`config.mk`:
```
export PLATFORM = sky130hd
export DESIGN_NAME = truth_table_sweep
export DESIGN_NICKNAME = d
export VERILOG_FILES = /design/src/rtl/truth_table_sweep.sv
export SDC_FILE = /design/constraint.sdc
export NUM_CORES = 1
export LEC_CHECK = 0
export ABC_AREA = 1
export CAP_MARGIN = 20
export CORE_UTILIZATION = 51
export DETAILED_ROUTE_END_ITERATION = 7
export GPL_ROUTABILITY_DRIVEN = 0
export GPL_TIMING_DRIVEN = 1
export PLACE_DENSITY = 0.85
export SYNTH_ARGS = -nofsm -noshare
export SYNTH_HDL_FRONTEND = slang
export SYNTH_SLANG_ARGS = --single-unit
```
`constraint.sdc`:
```
create_clock -name clk -period 2.1 [get_ports clk]
set_input_delay 0.63 -clock clk [delete_from_list [all_inputs] [get_ports clk]]
set_output_delay 0.63 -clock clk [all_outputs]
set_load 0.05 [all_outputs]
```
`src/rtl/truth_table_sweep.sv`:
```
// truth_table_sweep: applies all 8 vectors to a 3-input block, captures its truth table and compares it to a golden copy
module truth_table_sweep #(
   parameter int SETTLE_CYCLES = 2
) (
   input  logic       clk,
   input  logic       rst,
   input  logic       start,
   input  logic [7:0] expected,
   input  logic       y,
   output logic       a,
   output logic       b,
   output logic       c,
   output logic       busy,
   output logic       done,
   output logic [7:0] tt,
   output logic [3:0] mismatch_cnt,
   output logic       pass
);
   typedef enum logic [1:0] {IDLE, SETTLE, SAMPLE, DONE} state_t;
   localparam logic [3:0] LAST = 4'(SETTLE_CYCLES - 1);
   state_t     r_state, w_state_nxt;
   logic [2:0] r_idx, w_idx_nxt, r_abc, w_abc_nxt;
   logic [3:0] r_cnt, w_cnt_nxt, r_mis, w_mis_nxt, w_mis_smp;
   logic [7:0] r_exp, w_exp_nxt, r_tt, w_tt_nxt;
   logic       r_pass, w_pass_nxt, r_busy, r_done;
   assign w_mis_smp = r_mis + {3'b000, y != r_exp[r_idx]};
   // next state and next register values; outputs are derived from the next state so they stay registered
   always_comb begin
      w_state_nxt = r_state;
      w_idx_nxt   = r_idx;
      w_cnt_nxt   = r_cnt;
      w_exp_nxt   = r_exp;
      w_tt_nxt    = r_tt;
      w_mis_nxt   = r_mis;
      w_pass_nxt  = r_pass;
      case (r_state)
         IDLE: if (start) begin
            w_state_nxt = SETTLE;
            w_exp_nxt   = expected;
            w_idx_nxt   = 3'd0;
            w_cnt_nxt   = 4'd0;
            w_tt_nxt    = 8'h00;
            w_mis_nxt   = 4'd0;
            w_pass_nxt  = 1'b0;
         end
         SETTLE: begin
            w_cnt_nxt   = r_cnt + 4'd1;
            w_state_nxt = (r_cnt == LAST) ? SAMPLE : SETTLE;
         end
         SAMPLE: begin
            w_tt_nxt[r_idx] = y;
            w_mis_nxt       = w_mis_smp;
            if (r_idx == 3'd7) begin
               w_state_nxt = DONE;
               w_pass_nxt  = (w_mis_smp == 4'd0);
            end else begin
               w_state_nxt = SETTLE;
               w_idx_nxt   = r_idx + 3'd1;
               w_cnt_nxt   = 4'd0;
            end
         end
         DONE: w_state_nxt = IDLE;
      endcase
      w_abc_nxt = (w_state_nxt == IDLE) ? 3'd0 : w_idx_nxt;
   end
   // state and output registers with synchronous reset
   always_ff @(posedge clk) begin
      if (rst) begin
         r_state <= IDLE;
         r_idx   <= 3'd0;
         r_cnt   <= 4'd0;
         r_exp   <= 8'h00;
         r_tt    <= 8'h00;
         r_mis   <= 4'd0;
         r_pass  <= 1'b0;
         r_abc   <= 3'd0;
         r_busy  <= 1'b0;
         r_done  <= 1'b0;
      end else begin
         r_state <= w_state_nxt;
         r_idx   <= w_idx_nxt;
         r_cnt   <= w_cnt_nxt;
         r_exp   <= w_exp_nxt;
         r_tt    <= w_tt_nxt;
         r_mis   <= w_mis_nxt;
         r_pass  <= w_pass_nxt;
         r_abc   <= w_abc_nxt;
         r_busy  <= (w_state_nxt == SETTLE) || (w_state_nxt == SAMPLE);
         r_done  <= (w_state_nxt == DONE);
      end
   end
   assign {a, b, c}    = r_abc;
   assign busy         = r_busy;
   assign done         = r_done;
   assign tt           = r_tt;
   assign mismatch_cnt = r_mis;
   assign pass         = r_pass;
endmodule

```
Yosys cells after proc, flatten, opt, wreduce, memory -nomap -nowiden
Index checks and enable logic that the tools add are counted.
- register bits after elaboration: 35
- logic and storage cells: 60
- add/sub/neg operators: 3
- magnitude comparators: 2
- eq/ne operators: 12
- mux-type cells: 21
- reduce and logical (&&, ||, !) cells: 12
- operators by type and width (operator ; count):
    8-bit case mux with 2 select lines ; 1
    4-bit case mux with 3 select lines ; 1
    8-bit bitwise mux ; 1
    2-bit equality test, second input constant ; 4
    4-bit two-way mux ; 2
    8-bit two-way mux ; 1
    2-bit case mux with 4 select lines ; 1
    4-bit case mux with 2 select lines ; 1
    2-bit two-way mux ; 3
    3-bit two-way mux ; 2
    2-bit inequality test, second input constant ; 3
    3-bit case mux with 2 select lines ; 1
    3-bit AND reduction ; 2
    4-bit by 1-bit adder with 4-bit output ; 1
    4-bit by 1-bit adder with 4-bit output, second input constant ; 1
    2-bit by 1-bit equality test with 1-bit output, second input constant ; 2
    4-bit by 1-bit equality test with 1-bit output, second input constant ; 1
    2-bit zero test ; 2
    4-bit zero test ; 1
    3-bit by 4-bit < comparator with 1-bit output, second input constant ; 1
    1-bit two-way mux ; 4
    2-bit AND reduction ; 2
    3-bit by 1-bit adder with 3-bit output, second input constant ; 1
    1-bit binary-select mux with 3-bit select ; 1
    other kinds (10) ; 10

Logic depth before layout (Yosys ltp)
- word-level depth: 7
- depth in mapped cells: 17
- mapped depth without buffers: 16

Least setup slack after synthesis
Ideal clock, no wire load.
- path kind: flip-flop to flip-flop
- from: register r_idx[0]
- to: register r_pass, in the netlist pass
- path buffers: 1
- setup time: 0.070 ns
- period minus slack after synthesis: 1.871 ns
- arrival time: 1.801 ns
- setup slack: 0.229 ns
- stages on the path, launching flop included: 17
- data required time: 2.030 ns
- path through: dfxtp_1 buf_2 inv_2 nand2_1 nand2_1 nand2_1 nand2_1 nand2_1 nand2_1 nand2_1 nand2_1 inv_1 ha_1 ha_1 nor3_1 nand3b_1 a21oi_1
- cells in the longest elaborated chain, start to end: 7
- RTL lines (item ; line ; RTL):
    start: declaration ; 22 ; logic [2:0] r_idx, w_idx_nxt, r_abc, w_abc_nxt;
    start signal: assignment ; 81 ; r_idx <= w_idx_nxt;
    1-bit binary-select mux with 3-bit select ; 26 ; assign w_mis_smp = r_mis + {3'b000, y != r_exp[r_idx]};
    1-bit two-way mux (implied by the code) ; 26 ;
    1-bit inequality test ; 26 ;
    4-bit by 1-bit adder with 4-bit output ; 26 ;
    4-bit zero test ; 55 ; w_pass_nxt = (w_mis_smp == 4'd0);
    1-bit two-way mux ; 53 ; if (r_idx == 3'd7) begin
    1-bit case mux with 2 select lines ; 36 ; case (r_state)
    end signal: assignment ; 86 ; r_pass <= w_pass_nxt;
    end: declaration ; 25 ; logic r_pass, w_pass_nxt, r_busy, r_done;
Several ways; a longest one is shown, not always the timed one. The select of a mux whose other input is x is not followed.
A chain may end at the register's enable or synchronous reset.

Worst setup path after layout
- from: input port y
- to: register r_pass, in the netlist pass
- cells in the longest elaborated chain, start to end: 5
- RTL lines (item ; line ; RTL):
    start: declaration ; 9 ; input logic y,
    1-bit inequality test ; 26 ;
    4-bit by 1-bit adder with 4-bit output ; 26 ;
    4-bit zero test ; 55 ;
    1-bit two-way mux ; 53 ;
    1-bit case mux with 2 select lines ; 36 ;
No other way between the ends. The select of a mux whose other input is x is not followed.

==> results by group <==
Outcome
  • Outcome: finished, final reports clean

Setup path
  • CP top delay family: buffers and inverters
  • Crit path required time: roughly 2.4 ns
  • Slowest stage delay, CP: 0.45 ns
  • CP Capture Type: flip-flop
  • CP arrival: around 2.2 ns
  • Slowest CP cell: clkdlybuf4s50_1
  • CP bufs+invs: 3
  • Crit-path max FO: 3
  • Setup crit start kind: input port
  • Critical path, cell by cell: clkdlybuf4s50_1, inv_1, nand3_1, nand2_1, inv_1, ha_1, ha_1, nor3_2, nand3b_1, a21oi_1
  • Crit path depth: 10
  • Worst R2R Path Depth: 15
  • CP Class: input port to flip-flop

Global route
  • Global route overflow: 0
  • Vias in the first global route: roughly 1300
  • First-pass GRT wire length: between 5000 and 6000 um
  • Initial antenna violation count: 0
  • GRT Util Overall: roughly 22%
  • Maximum number of pins on one net before global-route repair: 17

Drt
  • Via/cell ratio: 4.90
  • Via count: ~1500
  • WL/cell: approximately 10 um
  • Initial DRC count: 53
  • Antenna Nets Post-Route: 0
  • DRC Markers: 0
  • TritonRoute pass-1 iters: 4
  • Drt total wl: roughly 3100 um

Pwr
  • Clock power share: between 20% and 30%
  • P_int: just under 900 uW
  • Pleak: between 0.9 and 1 nW
  • Cell Pwr Density: slightly below 600 nW/um^2
  • VDD IR max: about 0.47 mV
  • Switch share: 27.0%
  • Flop pwr share: around 58%
  • Combinational fraction of design power: 14.3%
  • Psw: 329 uW

Logic synthesis
  • Sequential area share after synthesis: between 40% and 50%
  • Top cell type's share of synthesized area: a little over two fifths
  • Mapped Area: ~1600 sq um
  • Synth area leader: dfxtp_1
  • Ranking of synthesized cells by area: dfxtp_1, nand2_1, nor2_1, ha_1, a21oi_1
  • Async SR Flop Fraction: 0%
  • EDFF count, synth: 0
  • Most frequent cell after synthesis: nand2_1
  • Syn avg cell area: between 7 and 8 sq um
  • Synth Net Count: around 240
  • Most used DFF post-synth: dfxtp_1
  • Synth cell types: 28
  • Yosys warns: 0
  • Cell count after synthesis: around 220
  • Synthesized flop and latch total: 35
  • Post-synth top cells: nand2_1, dfxtp_1, nor2_1, inv_1, a21oi_1

Hold path
  • Hold Crit Class: flip-flop to flip-flop
  • Worst hold path cell count: 2

Place
  • Post-placement cell count: 299
  • Placement Cell Area: roughly 2000 sq um
  • Port buffer count: 29
  • DP Wirelength: 2370 um

Floorplan
  • Die width: between 50 and 60 um
  • Die area: around 3400 sq um
  • Core area: 3050 sq um
  • Initial Util: 53.4%
  • Die H: roughly 59 um
  • # IOs: 30
  • # rows: 20

Cells and area
  • Final net count: around 280
  • Non-filler cells, final: between 300 and 400
  • Filler instances: ~270
  • Share of cells above drive strength 1: 15.6%
  • Layout area overhead: 25.5%
  • Ant diodes: 0
  • Area of the multi-input gates: roughly 810 sq um
  • Design area: roughly 2000 sq um
  • Final core utilization: around two thirds
  • Register area: between 700 and 800 sq um

STA
  • Worst slew pin tran: roughly 0.5 ns
  • Setup TNS: 0 ns
  • Slew Viols, Final: 0
  • Worst slew margin: 67.0%
  • Final Skew: around 0.0031 ns
  • Final Hold Viols: 0
  • Final Cycle Share: 93.7%
  • Setup-failing EPs final: 0
  • Minimum clock period: between 1.5 and 2 ns
  • Max Freq: slightly above 500 MHz

Clock network
  • Post CTS Setup Buffer Count: 0
  • Worst-Skew Late Latency: around 0.33 ns
  • H-tree Lvls: 2
  • CTS Buf Count: 5
  • TritonCTS clock tree: done
  • Reg clk slew, reported paths: approximately 0.1 ns
  • Clk root buf: clkbuf_4
  • Clock Sinks: 35
  • Longest Clk Path Bufs: 2

Run
  • MaxCap Viol Count: 0
==> worst reg2reg max path: stages (launching register included) <==
cell	delay, ns
dfxtp_4	0.39
inv_6	0.08
nand2_1	0.05
nand2_1	0.05
nand2_1	0.04
nand2_1	0.06
nand2_1	0.06
nand2_1	0.08
nand2_1	0.04
nand2_1	0.05
inv_1	0.04
ha_1	0.19
ha_1	0.30
nor3_2	0.17
nand3b_1	0.09
a21oi_1	0.14
==> flip-flops by register name, summed over array words and instances (netlist names) <==
register	flops
r_exp	8
tt	8
mismatch_cnt	4
r_cnt	4
r_abc	3
r_idx	3
r_state	2
busy	1
done	1
pass	1
==> kinds of logic after synthesis <==
logic type                 after synthesis  share of synthesized area [%]
and+or+nand+nor                        111                           29.8
AOI/OAI and AO/OA                       38                           12.4
DFF                                     35                           43.0
buffers and inverters                   29                           7.83
xor gates and xnor gates                 3                           1.61
adders and majority gates                7                           5.38
==> worst paths after layout <==
kind / slack [ns] / start / to
worst max-delay path: 0.13 / y / pass
worst min-delay path: 0.46 / tt[1] / tt[1]
worst max register to register: 0.21 / r_idx[0] / pass
worst min register to register: 0.46 / tt[1] / tt[1]
==> cells in the final DEF, fill, tap and decap left out <==
| cell type | netlist | layout |
|---|---|---|
| dfxtp_1 | 35 | 34 |
| o21ai_0 | 13 | 13 |
| or2_2 | 1 | 1 |
| nor3_2 | 0 | 1 |
| nand3_1 | 6 | 6 |
| xor2_1 | 3 | 3 |
| or2_1 | 1 | 1 |
| nand3b_1 | 1 | 1 |
| nand2_2 | 3 | 3 |
| clkbuf_1 | 1 | 2 |
| clkdlybuf4s50_1 | 0 | 11 |
| inv_2 | 4 | 3 |
| nand3_2 | 1 | 1 |
| a21oi_2 | 1 | 1 |
| a211oi_1 | 2 | 2 |
| nand2_1 | 54 | 54 |
| dlymetal6s2s_1 | 0 | 3 |
| nor2_1 | 32 | 32 |
| inv_6 | 0 | 1 |
| a22oi_1 | 1 | 1 |
| clkinv_2 | 0 | 1 |
| inv_1 | 18 | 18 |
| nor2_4 | 1 | 1 |
| nor2_2 | 1 | 1 |
| dfxtp_4 | 0 | 1 |
| a21oi_1 | 14 | 14 |
| clkbuf_4 | 0 | 5 |
| o21ai_1 | 7 | 7 |
| nand2_4 | 1 | 1 |
| buf_4 | 0 | 20 |
| dlygate4sd2_1 | 0 | 5 |
| ha_1 | 7 | 7 |
| nand4_1 | 8 | 8 |
==> through the flow <==
step	setup slack (ns)	hold WS [ns]	total power, mW
finish	0.132	0.463	1.22
global route	-0.00587	0.488	1.29
CTS	0.00676	0.467	1.23
detailed placement	-0.200	0.454	0.893
global placement	-0.149	0.452	0.889
floorplan	0.229	0.455	0.828
==> power by group through the flow <==
stage	combinational [mW]	clock [mW]	sequential, mW
CTS	0.175	0.356	0.702
floorplan	0.0975	0	0.730
global route	0.198	0.383	0.705
global placement	0.172	0	0.717
detailed placement	0.176	0	0.718
finish	0.175	0.342	0.701
==> layer usage <==
metal	global-route usage (%)	part of all wire, %
met4	10.2	1.7
met1	27.6	47
met2	33.5	47
met3	6.37	4.1
met5	0	0
==> repair_timing <==
action                                  CTS  global route
hold buffers                              0             0
resized for setup                         5             8
endpoints found under the setup margin    5             8
endpoints found under the hold margin     0             0
==> area by class of cell <==
| type | instances | area share (%) |
|---|---|---|
| Multi-Input combinational cell | 159 | 39.4 |
| Inverter | 22 | 4.28 |
| Timing Repair Buffer | 39 | 16.7 |
| Sequential cell | 35 | 34.5 |
| Clock buffer | 7 | 2.20 |
| Clock inverter | 1 | 0.245 |
| Tap cell | 44 | 2.69 |
(Power assumes the default switching activity.)
